## src/rtl/pc_sequencer.sv

```systemverilog
// rtl/pc_sequencer.sv - program-counter sequencer with return-address stack
// Next PC selection for sequential, branch, jump, call and return flows.
module pc_sequencer #(
  parameter int ADDR_WIDTH = 8,
  parameter int OFFSET_WIDTH = 8,
  parameter int RAS_DEPTH = 4,
  parameter logic [ADDR_WIDTH-1:0] RESET_PC = '0
) (
  input  logic                                 Clk,
  input  logic                                 Clear,
  input  logic                                 Stall,
  input  logic                                 Branch_Taken,
  input  logic                                 Jump,
  input  logic                                 Call,
  input  logic                                 Return,
  input  logic [OFFSET_WIDTH-1:0]              Offset,
  input  logic [ADDR_WIDTH-1:0]                Jump_Target,
  output logic [ADDR_WIDTH-1:0]                PC,
  output logic [ADDR_WIDTH-1:0]                Next_PC,
  output logic [$clog2(RAS_DEPTH+1)-1:0]       Stack_Depth,
  output logic                                 Stack_Overflow,
  output logic                                 Stack_Underflow
);

  localparam int DW = $clog2(RAS_DEPTH + 1);
  localparam int PW = (RAS_DEPTH > 1) ? $clog2(RAS_DEPTH) : 1;
  localparam logic [DW-1:0] DEPTH_FULL = DW'(RAS_DEPTH);
  localparam logic [PW-1:0] PTR_LAST = PW'(RAS_DEPTH - 1);

  logic [ADDR_WIDTH-1:0] ras [RAS_DEPTH];
  logic [PW-1:0]         top;
  logic [PW-1:0]         top_inc;
  logic [PW-1:0]         top_dec;

  logic signed [OFFSET_WIDTH-1:0] offset_s;
  logic [ADDR_WIDTH-1:0]          offset_ext;
  logic [ADDR_WIDTH-1:0]          seq_pc;
  logic [ADDR_WIDTH-1:0]          branch_pc;
  logic                           stack_empty;
  logic                           do_pop;
  logic                           do_push;

  // Pointer arithmetic wraps explicitly so non-power-of-two depths stay circular.
  always_comb begin
    top_inc = (top == PTR_LAST) ? '0 : top + PW'(1);
    top_dec = (top == '0) ? PTR_LAST : top - PW'(1);
  end

  always_comb begin
    offset_s    = Offset;
    offset_ext  = ADDR_WIDTH'(offset_s);
    seq_pc      = PC + ADDR_WIDTH'(1);
    branch_pc   = seq_pc + offset_ext;
    stack_empty = (Stack_Depth == '0);
    do_pop      = !Stall && Return;
    do_push     = !Stall && Call && !Return;
  end

  always_comb begin
    Next_PC = seq_pc;
    if (Stall)
      Next_PC = PC;
    else if (Return)
      Next_PC = stack_empty ? seq_pc : ras[top];
    else if (Call || Jump)
      Next_PC = Jump_Target;
    else if (Branch_Taken)
      Next_PC = branch_pc;
  end

  always_ff @(posedge Clk) begin
    if (Clear) begin
      PC              <= RESET_PC;
      Stack_Depth     <= '0;
      Stack_Overflow  <= 1'b0;
      Stack_Underflow <= 1'b0;
      top             <= '0;
    end else if (!Stall) begin
      PC <= Next_PC;
      if (do_pop) begin
        if (stack_empty) begin
          Stack_Underflow <= 1'b1;
        end else begin
          Stack_Depth <= Stack_Depth - DW'(1);
          top         <= top_dec;
        end
      end else if (do_push) begin
        top <= top_inc;
        // A push onto a full stack overwrites the oldest slot; depth saturates.
        if (Stack_Depth == DEPTH_FULL)
          Stack_Overflow <= 1'b1;
        else
          Stack_Depth <= Stack_Depth + DW'(1);
      end
    end
  end

  always_ff @(posedge Clk) begin
    if (!Clear && do_push)
      ras[top_inc] <= seq_pc;
  end

endmodule

```

## config.mk

```make
export PLATFORM = sky130hd
export DESIGN_NAME = pc_sequencer
export DESIGN_NICKNAME = d
export VERILOG_FILES = /design/src/rtl/pc_sequencer.sv
export SDC_FILE = /design/constraint.sdc
export NUM_CORES = 1
export LEC_CHECK = 0
export CORE_MARGIN = 2
export CORE_UTILIZATION = 50
export CTS_CLUSTER_SIZE = 14
export DETAILED_ROUTE_END_ITERATION = 10
export PLACE_DENSITY = 0.8
export REMOVE_ABC_BUFFERS = 1
export SLEW_MARGIN = 20
export SYNTH_ARGS = -nofsm -noshare
export SYNTH_HDL_FRONTEND = slang
export SYNTH_SLANG_ARGS = --single-unit
```

## constraint.sdc

```tcl
create_clock -name Clk -period 3.4 [get_ports Clk]
set_input_delay 0.51 -clock Clk [delete_from_list [all_inputs] [get_ports Clk]]
set_output_delay 0.51 -clock Clk [all_outputs]
set_load 0.005 [all_outputs]
```

==> results of run 1 <==
[worst max-delay path by stage]
| stage | slack (ns) | from | to | cells after the start |
|---|---|---|---|---|
| 3_5_place_dp | -0.14 | Offset[2] | Next_PC[7] | 8 |
| 4_1_cts | -0.06 | PC[1]$_SDFFE_PP0N_ | Next_PC[7] | 11 |
| 5_1_grt | -0.12 | PC[0]$_SDFFE_PP0N_ | Next_PC[7] | 12 |
| 2_1_floorplan | 0.29 | PC[0]$_SDFFE_PP0N_ | Next_PC[7] | 10 |
| 3_3_place_gp | -0.11 | Offset[0] | Next_PC[6] | 9 |
| 6_report | -0.07 | PC[0]$_SDFFE_PP0N_ | Next_PC[7] | 12 |
[power by group through the flow]
| stage | logic (mW) | registers [mW] | clock network (mW) |
|---|---|---|---|
| floorplan | 0.170 | 0.696 | 0 |
| global placement | 0.343 | 0.697 | 0 |
| detailed placement | 0.350 | 0.698 | 0 |
| CTS | 0.370 | 0.686 | 0.353 |
| global route | 0.452 | 0.691 | 0.382 |
| finish | 0.425 | 0.688 | 0.361 |
[flip-flops by register name, indices dropped and copies added, names as in the netlist, named ones only]
register and flops:
ras 32, PC 8, Stack_Depth 3, top 2
Stack_Overflow 1, Stack_Underflow 1
[cells in the mapped netlist (2+ instances only)]
master	instances
a211oi_1	8
a21o_1	3
a21oi_1	10
a221oi_1	2
and2_1	7
and3_1	4
clkbuf_1	5
dfxtp_1	17
edfxtp_1	32
fa_1	2
ha_1	14
inv_1	9
mux2i_1	3
mux4_2	8
nand2_1	20
nand2b_1	2
nand3_1	4
nand4_1	2
nor2_1	16
nor2b_1	2
nor3_1	6
o211ai_1	4
o21ai_0	10
or2_1	3
or3_1	2
or3_4	2
xnor2_1	6
xor2_1	5
[cells in the final DEF (no fill, tap or decap), types with 5 or more instances in the layout]
| master | count |
|---|---|
| buf_4 | 55 |
| clkdlybuf4s50_1 | 38 |
| edfxtp_1 | 32 |
| nand2_1 | 19 |
| nor2_1 | 15 |
| dfxtp_1 | 14 |
| ha_1 | 10 |
| inv_1 | 8 |
| mux4_2 | 8 |
| a21oi_1 | 7 |
| and2_1 | 7 |
| nor3_1 | 6 |
| o21ai_0 | 5 |
| clkbuf_8 | 5 |
[routing by layer]
| metal | share of wire | wire (µm) |
|---|---|---|
| met5 | 0 | 0 |
| met4 | 0.045 | 395 |
| met3 | 0.076 | 665 |
| met2 | 0.51 | 4460 |
| met1 | 0.37 | 3190 |
[per-stage QoR]
step / TNS [ns] / hold slack, ns / total power [mW]
final: -0.0651 / 0.479 / 1.47
after global routing: -0.306 / 0.502 / 1.53
after CTS: -0.0868 / 0.482 / 1.41
after detailed placement: -0.418 / 0.459 / 1.05
after global placement: -0.302 / 0.457 / 1.04
after floorplan: 0 / 0.465 / 0.866
[kinds of logic (layout without fill, tap and decap cells)]
logic type               Yosys count  count (layout)  share of synthesized area
buffers and inverters             17             119                     0.0261
flip-flops                        49              49                      0.476
AO/OA/AOI/OAI                     60              60                      0.167
multiplexers                      11              11                     0.0769
adder cells (fa/ha/maj)           16              16                     0.0788
AND/OR/NAND/NOR                   74              74                      0.140
XOR/XNOR                          11              11                     0.0353
[repair_timing]
item / 4_1_cts / 5_1_grt
gates resized for setup: 21 / 33
buffers inserted: 14 / 9
setup endpoints to repair: 5 / 6
pin swaps: 10 / 15
[worst register-to-register path: stages, from the launching register on]
cell and delay (ns):
dfxtp_2 0.38, ha_4 0.17, xor2_2 0.22, ha_1 0.33, buf_4 0.17, a211oi_4 0.23
o21ai_1 0.10, o221ai_2 0.17, o211ai_1 0.19, buf_4 0.18, buf_4 0.12, buf_4 0.12
buf_4 0.12, buf_4 0.12, buf_4 0.12, buf_4 0.13, buf_4 0.13, buf_4 0.13
a41oi_2 0.15
[area by class of cell]
class                      instances  area share
clock buffer                       5      0.0175
clock inverter                     3     0.00572
inverter                          10      0.0108
multi-input combinational        172       0.391
sequential                        49       0.332
tap                               70      0.0222
timing repair buffer             101       0.221
==> results.sh, run 1 <==
export IMPL_setup_viol=1
export IMPL_reg2reg_setup_slack_ns=0.03
export IMPL_ys_seq_elements=49
export IMPL_swShare=0.305
export IMPL_syn_area_um2=2730
export IMPL_clkSinkCount=49
export IMPL_area_growth_pct=44.1
export IMPL_drt_vias_per_instance=6.20
export IMPL_antenna_left=0
export IMPL_clkLatencyLatePin_ns=0.32
export IMPL_critical_path_max_stage_delay_ns=0.38
export IMPL_async_reset_ff_frac=0
export IMPL_synth_top_area_frac=0.352
export IMPL_multi_input_area_um2=1540
export IMPL_use_met2=0.476
export IMPL_cts_buffer_depth=2
export IMPL_finalHoldViolations=0
export IMPL_cp_top_family="compound AO/OA/AOI/OAI gates"
export IMPL_grt_use_total=0.271
export IMPL_min_period_ns=3.47
export IMPL_start_util=0.525
export IMPL_drc=0
export IMPL_synth_cells=238
export IMPL_grt_setup_unrepaired="true"
export IMPL_grt_max_degree=17
export IMPL_violations="setup timing"
export IMPL_power_switching_uw=450
export IMPL_status="finished with violations"
export IMPL_internal_power_mw=1.02
export IMPL_num_io_pins=44
export IMPL_seq_power_share=0.467
export IMPL_power_frac_comb=0.288
export IMPL_cts_root_buf="clkbuf_8"
export IMPL_nNetsFinal=378
export IMPL_postPlaceCellArea_um2=3490
export IMPL_n_fill_cell=336
export IMPL_htree_num_levels=2
export IMPL_grt_busiest_layer="met2"
export IMPL_use_met1=0.331
export IMPL_cts_hold_buf=0
export IMPL_post_route_util=0.756
export IMPL_hold_path_end="Stack_Overflow$_SDFFE_PP0P_"
export IMPL_cp_required_ns=2.89
export IMPL_crit_path_end_kind="output pin"
export IMPL_design_area_um2=3940
export IMPL_first_global_vias=2400
export IMPL_worst_setup_path_start_kind="flip-flop"
export IMPL_drt_pass1_iterations=5
export IMPL_wirelength_um=8710
export IMPL_maxCapViolations=0
export IMPL_period_share=1.02
export IMPL_fin_ws_ns=-0.0651
export IMPL_synth_area_leaders="edfxtp_1 35%, dfxtp_1 12%, mux4_2 6.6%, ha_1 6.4%, nand2_1 2.7%"
export IMPL_dp_hpwl_um=5440
export IMPL_globalplace_congestion=0.982
export IMPL_die_h_um=77.9
export IMPL_r2r_cells=18
export IMPL_via_count=2544
export IMPL_skew_ns=0.0140
export IMPL_worst_pin_slew_ns=0.564
export IMPL_ff_latch_area_um2=1310
export IMPL_crit_arrival_ns=2.96
export IMPL_min_path_cells=1
export IMPL_slowest_stage="dfxtp_2"
export IMPL_die_w_um=77.9
export IMPL_post_route_cells_drive_above_1_share=0.338
export IMPL_grt_overflow_total=0
export IMPL_place_ws_ns=-0.139
export IMPL_antenna_cells=0
export IMPL_yosysTopAreaCell="edfxtp_1"
export IMPL_path_clk_slew_ns=0.10
export IMPL_stdcell_count=410
export IMPL_synth_seq_area_share=0.476
export IMPL_avgSynthCellArea_um2=11.5
export IMPL_power_density_nw_per_um2=374
export IMPL_core_area_um2=5200
export IMPL_fmax_mhz=289
export IMPL_ys_flop_type="edfxtp_1"
export IMPL_portBuffers=43
export IMPL_p_leak_nw=1.51
export IMPL_critPathBufInv=2
export IMPL_worst_setup_path_type="reg -> out"
export IMPL_drv_slew=0
export IMPL_grt_pass1_wl_um=12300
export IMPL_hp_start="Stack_Overflow$_SDFFE_PP0P_"
export IMPL_hp_class="reg -> reg"
export IMPL_fp_dieArea_um2=6070
export IMPL_r2r_end="PC[4]$_SDFFE_PP0N_"
export IMPL_antenna_found_initial=0
export IMPL_slew_headroom=0.624
export IMPL_dp_cells=380
export IMPL_crit_reg2reg_launch="PC[0]$_SDFFE_PP0N_"
export IMPL_cpMostUsedCell="ha_4"
export IMPL_wl_per_cell_um=21.2
export IMPL_ys_warn_count=0
export IMPL_synth_edff_count=32
export IMPL_crit_path_cell_trace="ha_4 > nand2_1 > or2_1 > xnor2_2 > ha_4 > a21oi_4 > o21ai_2 > buf_4 > o21ai_1 > a2111oi_4 > a211oi_2 > clkbuf_2"
export IMPL_path_max_fanout=3
export IMPL_synth_cell_types=58
export IMPL_drt_iter0_markers=256
export IMPL_cts_tree="built"
export IMPL_fp_row_count=26
export IMPL_ir_worst_vdd_v=0.000298
export IMPL_grtUsageMet3=0.0500
export IMPL_cts_buffers=5
export IMPL_clkPwrFrac=0.245
No activity file was read; power rests on OpenSTA's default activity.
==> run 2: changes to the inputs <==
- CORE_ASPECT_RATIO: default -> 2
- CORE_UTILIZATION: 50 -> 35
- CTS_BUF_LIST: default -> sky130_fd_sc_hd__clkbuf_2
- PLACE_DENSITY: 0.8 -> 0.61
==> run 2 against run 1 <==
Against the previous run: the flow still finishes with violations (setup timing); die area is 41% higher; sequential cell count unchanged; via count shrank 10%; worst setup slack improved by 0.023 ns; combinational power shrank 8.7%; sequential power about the same; clock power down 10%; critical path type unchanged; wire length fell by 14%; final cell count rose by 2.9%; critical path depth shrank 1; register-to-register slack better by 0.81 ns.
==> results.sh, run 2 (synthesis results as in run 1) <==
export IMPL_status="finished with violations"
export IMPL_violations="setup timing"
export IMPL_internal_power_uw=988
export IMPL_crit_path_cell_trace="ha_4 > nand2_1 > or2_1 > xnor2_2 > ha_4 > a21oi_2 > o21ai_2 > or3_4 > a2111oi_4 > a211oi_2 > buf_2"
export IMPL_swShare=0.293
export IMPL_worst_setup_path_start_kind="flip-flop"
export IMPL_drc=0
export IMPL_grt_overflow_total=0
export IMPL_start_util=0.360
export IMPL_path_clk_slew_ns=0.28
export IMPL_worst_setup_path_type="reg -> out"
export IMPL_drv_slew=0
export IMPL_setup_viol=1
export IMPL_antenna_found_initial=1
export IMPL_largestRegisters="ras x32, PC x8, Stack_Depth x3"
export IMPL_cts_buffers=5
export IMPL_grt_pass1_wl_um=11600
export IMPL_num_io_pins=44
export IMPL_path_max_fanout=3
export IMPL_cpMostUsedCell="ha_4"
export IMPL_skew_ns=0.0399
export IMPL_final_common_cell="buf_4"
export IMPL_htree_num_levels=2
export IMPL_regMostFlops="ras"
export IMPL_drt_iter0_markers=67
export IMPL_grt_setup_unrepaired="true"
export IMPL_first_global_vias=2384
export IMPL_drt_pass1_iterations=4
export IMPL_design_area_um2=3800
export IMPL_cts_hold_buf=0
export IMPL_via_count=2277
export IMPL_globalplace_congestion=0.822
export IMPL_fmax_mhz=291
export IMPL_clkLatencyLatePin_ns=0.46
export IMPL_power_density_nw_per_um2=367
export IMPL_maxCapViolations=0
export IMPL_nNetsFinal=365
export IMPL_area_growth_pct=39.2
export IMPL_ir_worst_vdd_v=0.000187
export IMPL_slew_headroom=0.701
export IMPL_core_area_um2=7600
export IMPL_clkSinkCount=49
export IMPL_die_h_um=129
export IMPL_finalHoldViolations=0
export IMPL_wl_met1_um=2640
export IMPL_cp_required_ns=2.89
export IMPL_wl_met2_um=4260
export IMPL_antenna_left=0
export IMPL_critPathBufInv=1
export IMPL_grt_use_total=0.185
export IMPL_largest_reg_flops=32
export IMPL_crit_path_end_kind="output pin"
export IMPL_place_ws_ns=-0.182
export IMPL_cts_root_buf="clkbuf_2"
export IMPL_fin_ws_ns=-0.0421
export IMPL_drt_vias_per_instance=5.40
export IMPL_power_frac_comb=0.278
export IMPL_wl_per_cell_um=17.7
export IMPL_die_w_um=66.5
export IMPL_crit_arrival_ns=2.93
export IMPL_cp_depth=11
export IMPL_clkPwrFrac=0.232
export IMPL_worst_pin_slew_ns=0.449
export IMPL_grt_max_degree=17
export IMPL_cts_buffer_depth=2
export IMPL_wl_met3_um=257
export IMPL_fp_dieArea_um2=8570
export IMPL_power_switching_uw=409
export IMPL_cts_tree="built"
export IMPL_dp_hpwl_um=5940
export IMPL_fp_row_count=45
export IMPL_min_period_ns=3.44
export IMPL_slowest_stage="dfxtp_4"
export IMPL_post_route_cells_drive_above_1_share=0.309
export IMPL_maxUsedRoutingLayer="met4"
export IMPL_wirelength_um=7450
export IMPL_portBuffers=43
export IMPL_critical_path_max_stage_delay_ns=0.43
export IMPL_postPlaceCellArea_um2=3520
export IMPL_cp_top_family="compound AO/OA/AOI/OAI gates"
export IMPL_min_path_cells=1
export IMPL_hp_class="reg -> reg"
export IMPL_p_leak_nw=1.43
export IMPL_post_route_util=0.501
export IMPL_period_share=1.01
export IMPL_mostFrequentLayoutCells="44 x buf_4, 39 x clkdlybuf4s50_1, 32 x edfxtp_1"
export IMPL_r2r_cells=11
export IMPL_seq_power_share=0.490
-- run 2: timing repair --
item / 4_1_cts / 5_1_grt
endpoints found under the setup margin: 6 / 7
resized for setup: 40 / 6
gates cloned: 0 / 0
hold endpoints to repair: 0 / 0
buffers inserted: 7 / 1
pin swaps: 17 / 10
-- run 2: worst paths after layout --
path,from,end,slack [ns]
worst min-delay path,Stack_Overflow$_SDFFE_PP0P_,Stack_Overflow$_SDFFE_PP0P_,0.52
worst max-delay path,PC[0]$_SDFFE_PP0N_,Next_PC[7],-0.04
worst min register to register,Stack_Overflow$_SDFFE_PP0P_,Stack_Overflow$_SDFFE_PP0P_,0.52
worst max register to register,PC[0]$_SDFFE_PP0N_,PC[7]$_SDFFE_PP0N_,0.84
-- run 2: power groups by stage --
| stage | clock, mW | combinational [mW] | sequential, mW |
|---|---|---|---|
| floorplan | 0 | 0.170 | 0.696 |
| global placement | 0 | 0.348 | 0.696 |
| detailed placement | 0 | 0.353 | 0.697 |
| CTS | 0.332 | 0.385 | 0.686 |
| global route | 0.353 | 0.422 | 0.690 |
| finish | 0.324 | 0.388 | 0.685 |
-- run 2: routing by layer --
layer | track usage | up-vias
met5 | 0 | -
met4 | 0.107 | 0
met3 | 0.0184 | 21
met2 | 0.351 | 71
met1 | 0.187 | 1105
li1 | - | 1080
-- run 2: final cells by class --
cell class | count | area, µm²
Clock inverter | 3 | 46.3
Inverter | 10 | 37.5
Timing Repair Buffer | 88 | 763
Antenna cell | 1 | 2.50
Multi-Input combinational cell | 172 | 1510
Tap cell | 94 | 118
Clock buffer | 5 | 25.0
Fill cell | 693 | 3800
Sequential cell | 49 | 1310
-- run 2: per-stage QoR --
stage	setup TNS, ns	cells	hold WS [ns]	total power [mW]
global route	-0.840	422	0.544	1.46
CTS	-0.127	420	0.517	1.40
detailed placement	-0.468	405	0.461	1.05
finish	-0.0421	422	0.516	1.40
global placement	-0.438	405	0.460	1.04
floorplan	0	231	0.465	0.866
